## src/rtl/fifo_arb_pkg.sv

```systemverilog
// Shared definitions for the FIFO write-port arbiter.
// Holds the arbiter state encoding and the default sizing constants
// used by fifo_wr_arbiter and rr_pick.
package fifo_arb_pkg;

    typedef enum logic {
        IDLE  = 1'b0,
        GRANT = 1'b1
    } arb_state_e;

    localparam int unsigned DEF_N         = 4;
    localparam int unsigned DEF_WIDTH     = 8;
    localparam int unsigned DEF_MAX_BURST = 4;

endpackage

```

## src/rtl/fifo_wr_arbiter_rr_pick.sv

```systemverilog
// Round-robin picker: purely combinational.
// Returns the first set bit of req_i, scanning start_i, start_i+1, ...
// modulo N.
// Ports:
//   req_i    [N-1:0]          request vector
//   start_i  [$clog2(N)-1:0]  index where the scan begins
//   found_o                   1 if any request bit is set
//   idx_o    [$clog2(N)-1:0]  selected index (0 when found_o=0)
module rr_pick
    import fifo_arb_pkg::*;
#(
    parameter int unsigned N = DEF_N
) (
    input  logic [N-1:0]         req_i,
    input  logic [$clog2(N)-1:0] start_i,
    output logic                 found_o,
    output logic [$clog2(N)-1:0] idx_o
);

    localparam int unsigned IW = $clog2(N);

    logic [IW-1:0] cand;

    always_comb begin
        found_o = 1'b0;
        idx_o   = '0;
        cand    = '0;
        for (int unsigned i = 0; i < N; i++) begin
            cand = IW'((32'(start_i) + i) % N);
            if (!found_o && req_i[cand]) begin
                found_o = 1'b1;
                idx_o   = cand;
            end
        end
    end

endmodule

```

## src/rtl/fifo_wr_arbiter.sv

```systemverilog
// Arbiter sharing one FIFO write port among N requesters.
// Round-robin grant with bursts of up to MAX_BURST beats per grant.
// Ports:
//   clk        single clock, rising edge
//   rst        synchronous active-high reset
//   req        [N-1:0]        per-requester beat valid
//   din        [N*WIDTH-1:0]  flattened beat data, slice n = din[n*WIDTH +: WIDTH]
//   ack        [N-1:0]        per-requester accept strobe (one-hot or zero)
//   fifo_full                 FIFO full flag
//   fifo_wrt                  FIFO write enable
//   fifo_din   [WIDTH-1:0]    FIFO write data (0 when not writing)
//   grant_id   [$clog2(N)-1:0] current owner (0 when not busy)
//   busy                      1 while a requester owns the port
module fifo_wr_arbiter
    import fifo_arb_pkg::*;
#(
    parameter int unsigned N         = DEF_N,
    parameter int unsigned WIDTH     = DEF_WIDTH,
    parameter int unsigned MAX_BURST = DEF_MAX_BURST
) (
    input  logic                 clk,
    input  logic                 rst,
    input  logic [N-1:0]         req,
    input  logic [N*WIDTH-1:0]   din,
    output logic [N-1:0]         ack,
    input  logic                 fifo_full,
    output logic                 fifo_wrt,
    output logic [WIDTH-1:0]     fifo_din,
    output logic [$clog2(N)-1:0] grant_id,
    output logic                 busy
);

    localparam int unsigned IW = $clog2(N);
    localparam int unsigned BW = (MAX_BURST > 1) ? $clog2(MAX_BURST) : 1;

    arb_state_e    state_q, state_d;
    logic [IW-1:0] owner_q, owner_d;
    logic [IW-1:0] rr_ptr_q, rr_ptr_d;
    logic [BW-1:0] beat_cnt_q, beat_cnt_d;

    logic [IW-1:0] owner_nxt;
    logic [IW-1:0] pick_start;
    logic          pick_found;
    logic [IW-1:0] pick_idx;
    logic          accept;
    logic          last_beat;
    logic          release_grant;

    assign owner_nxt = (owner_q == IW'(N - 1)) ? '0 : owner_q + 1'b1;

    // Single picker: in IDLE it scans from rr_ptr, in GRANT it pre-computes
    // the successor scan from owner+1 (the rr_ptr value a release would load).
    assign pick_start = (state_q == GRANT) ? owner_nxt : rr_ptr_q;

    rr_pick #(
        .N(N)
    ) u_pick (
        .req_i   (req),
        .start_i (pick_start),
        .found_o (pick_found),
        .idx_o   (pick_idx)
    );

    assign accept        = (state_q == GRANT) && req[owner_q] && !fifo_full && !rst;
    assign last_beat     = (beat_cnt_q == BW'(MAX_BURST - 1));
    assign release_grant = (state_q == GRANT) && (!req[owner_q] || (accept && last_beat));

    always_comb begin
        state_d    = state_q;
        owner_d    = owner_q;
        rr_ptr_d   = rr_ptr_q;
        beat_cnt_d = beat_cnt_q;
        unique case (state_q)
            IDLE: begin
                if (pick_found) begin
                    state_d    = GRANT;
                    owner_d    = pick_idx;
                    beat_cnt_d = '0;
                end
            end
            GRANT: begin
                if (accept) begin
                    beat_cnt_d = beat_cnt_q + 1'b1;
                end
                if (release_grant) begin
                    rr_ptr_d   = owner_nxt;
                    beat_cnt_d = '0;
                    if (pick_found) begin
                        owner_d = pick_idx;
                    end else begin
                        state_d = IDLE;
                    end
                end
            end
            default: state_d = IDLE;
        endcase
    end

    always_comb begin
        fifo_wrt = accept;
        ack      = accept ? (N'(1) << owner_q) : '0;
        fifo_din = '0;
        for (int unsigned n = 0; n < N; n++) begin
            if (accept && (owner_q == IW'(n))) begin
                fifo_din = din[n*WIDTH +: WIDTH];
            end
        end
    end

    assign busy     = (state_q == GRANT);
    assign grant_id = (state_q == GRANT) ? owner_q : '0;

    always_ff @(posedge clk) begin
        if (rst) begin
            state_q    <= IDLE;
            owner_q    <= '0;
            rr_ptr_q   <= '0;
            beat_cnt_q <= '0;
        end else begin
            state_q    <= state_d;
            owner_q    <= owner_d;
            rr_ptr_q   <= rr_ptr_d;
            beat_cnt_q <= beat_cnt_d;
        end
    end

endmodule
```

## config.mk

```make
export PLATFORM = sky130hd
export DESIGN_NAME = fifo_wr_arbiter
export DESIGN_NICKNAME = d
export VERILOG_FILES = /design/src/rtl/fifo_arb_pkg.sv /design/src/rtl/fifo_wr_arbiter_rr_pick.sv /design/src/rtl/fifo_wr_arbiter.sv
export SDC_FILE = /design/constraint.sdc
export NUM_CORES = 1
export LEC_CHECK = 0
export ABC_AREA = 1
export CORE_ASPECT_RATIO = 0.7
export CORE_MARGIN = 1
export CORE_UTILIZATION = 45
export DETAILED_ROUTE_END_ITERATION = 10
export PLACE_DENSITY = 0.86
export SLEW_MARGIN = 20
export SYNTH_ARGS = -nofsm -noshare
export SYNTH_HDL_FRONTEND = slang
export SYNTH_SLANG_ARGS = --single-unit
```

## constraint.sdc

```tcl
create_clock -name clk -period 4.5 [get_ports clk]
set_input_delay 0.45 -clock clk [delete_from_list [all_inputs] [get_ports clk]]
set_output_delay 0.45 -clock clk [all_outputs]
set_load 0.01 [all_outputs]
```

==> results.ini <==
[worst_setup_path]
r2r_slack_ps=2330
cp-start-kind=input pin
reg2reg_from=owner_q[0]$_SDFFE_PP0P_
required_ps=4050
worst-setup-path-type=in -> out
reg2reg_depth=14
r2r-end=beat_cnt_q[1]$_SDFFE_PP0P_
critPathCapture=fifo_din[6]
startpoint=req[2]
worstSetupEndpointType=output pin
arrival_ps=2640
path_max_fanout=10

[routing]
drc=0
first_pass_iters=4
wl_um=3670
vias=1440
drt_iter0_drc=73
viasPerCell=4.95
wl_per_cell_um=12.6
ant_nets=0

[timing]
setup_tns_ps=0
clock.fmax_mhz=324
fin_crit_sh_pct=68.6
setup_viol=0
drv_slew=0
fin_skew_ps=1.47
rsz0062_at_grt=no
period_minus_slack_ps=3090
hold_viol=0
worstMarginPinSlew_ps=640
slew_headroom_pct=57.3

[floorplanning]
rows=15
start_util_pct=48.5
dieArea_um2=2900
io_pins=55
core_area_um2=2500
die_h_um=45.4
die_w_um=64.0

[synthesis]
synth_compound_area_share_pct=9.93
synth-seq-cells=7
synth_simple_gate_area_share_pct=63.0
async_flop_share_pct=0
yosysMostFrequentCell=nand2_1
yosys.area.top_type=nand2_1
yosysWarnings=0
seq_area_frac_synth_pct=11.6
synth-xor-area-share_pct=0
mappedNetlistArea_um2=1210
synth_top_family_by_area=simple AND/OR/NAND/NOR gates
synth_cells=200
yosys-top-cells-area=nand2_1, dfxtp_1, nand3_1
ys_top_cells_by_count=nand2_1, nand3_1, inv_1
synth_ff_type=dfxtp_1
synth_edf_count=0
synthAdderAreaFrac_pct=5.17
yosys.area.top_type_share_pct=18.0
synth_nets=244
synth.mux.area_fraction_pct=0
avgSynthCellArea_um2=6.05
netlist-cell-type-count=26

[clocking]
cts-resized-gates=0
htreeDepth=1
path_clk_slew_ps=40
clk_latency_ps=230
cts_tree=yes
clock_sinks=7
clock-root-buffer=clkbuf_8
hold_buffers=0
cts_buffer_depth=2
numCtsBuffers=3
postCtsSetupRepairBufs=0

[final_layout]
nets=302
drive_gt1_share_pct=17.5
nFillCells=215
utilization_pct=73.2
stdcell_count=291
areaGrowthSynthToFinish_pct=51.0
num_antenna_cells=0
design_area_um2=1830

[grt]
gr-total-overflow=0
grt_max_degree=12
grt_pass1_vias=1160
grt_pass1_wl_um=5800
antenna_found_initial=0
track_usage_pct=26.5

[placed_design]
placed_cells=287
gp_congestion=0.883
placed_area_um2=1780
portBuffers=54
dp_hpwl_um=3020

[power]
irDropWorstVdd_mv=0.436
power.density_nw_per_um2=490
p_total_uw=895
p_leak_uw=0.000878

[worst_hold_path]
hold_path.class=reg -> reg

[flow_run]
drv_cap=0

[run_status]
status=finished, final reports clean

layer usage:
metal	vias up	share of wire [%]	GRT usage, %
met3	2	7.8	7.25
li1	752	-	-
met2	47	40	38.9
met1	639	51	39.3
met4	0	0.35	2.73
met5	-	0	0
state kept, by name (all words and copies together), names as in the netlist:
name,flops
beat_cnt_q,2
busy,1
owner_q,2
rr_ptr_q,2
final cells by class:
class / instances / area, um^2 / share of cell area [%]
clock buffer: 4 / 45.0 / 2.47
inverter: 28 / 114 / 6.23
multi-input combinational: 164 / 945 / 51.7
sequential: 7 / 140 / 7.67
tap: 34 / 42.5 / 2.33
timing repair buffer: 54 / 541 / 29.6
cells in the final DEF, fill, tap and decap left out, types with 2 or more instances in the layout:
master           count
a21oi_1             18
clkbuf_8             3
clkdlybuf4s50_1     54
dfxtp_1              7
ha_1                 5
inv_1               20
inv_2                5
nand2_1             58
nand2_2             13
nand2_4              6
nand2_8              2
nand3_1             22
nand3_2              4
nand3b_1             2
nand4_1              2
nor2_1              18
nor2_4               4
nor2_8               2
o21ai_0              3
report_power, final:
part	leakage, uW	switching [uW]	total (uW)	internal [uW]
registers	0.0000580	39.4	126	87.0
logic	0.000797	420	679	259
clock network	0.0000228	28.4	89.8	61.4
total	0.000878	488	895	407
kinds of logic after synthesis:
family	after synthesis
flops	7
fa+ha+maj	5
buf+inv	29
simple gates	136
compound gates	23
worst max-delay path, stage by stage:
cell             delay [ps]
clkdlybuf4s50_1         590
nand2_1                  80
nand3_1                  70
nand2_1                 100
nor2_4                  130
nand2_4                 120
nor2_4                  270
a21oi_1                 130
a21oi_1                 150
clkdlybuf4s50_1         550
worst min-delay path by stage:
stage / endpoint / startpoint / depth (start not counted) / slack (ps)
after global routing: beat_cnt_q[1]$_SDFFE_PP0P_ / beat_cnt_q[1]$_SDFFE_PP0P_ / 4 / 550
final: beat_cnt_q[1]$_SDFFE_PP0P_ / beat_cnt_q[1]$_SDFFE_PP0P_ / 4 / 520
after floorplan: beat_cnt_q[0]$_SDFFE_PP0P_ / beat_cnt_q[0]$_SDFFE_PP0P_ / 2 / 480
after detailed placement: beat_cnt_q[1]$_SDFFE_PP0P_ / beat_cnt_q[1]$_SDFFE_PP0P_ / 4 / 520
after CTS: beat_cnt_q[1]$_SDFFE_PP0P_ / beat_cnt_q[1]$_SDFFE_PP0P_ / 4 / 530
after global placement: beat_cnt_q[1]$_SDFFE_PP0P_ / beat_cnt_q[1]$_SDFFE_PP0P_ / 4 / 510
metrics by stage:
| step | hold slack [ps] | setup slack, ps |
|---|---|---|
| 6_report | 524 | 1410 |
| 5_1_grt | 549 | 1240 |
| 4_1_cts | 528 | 1450 |
| 3_5_place_dp | 522 | 1450 |
| 3_3_place_gp | 508 | 1520 |
| 2_1_floorplan | 480 | 2530 |
(Power assumes the default switching activity.)
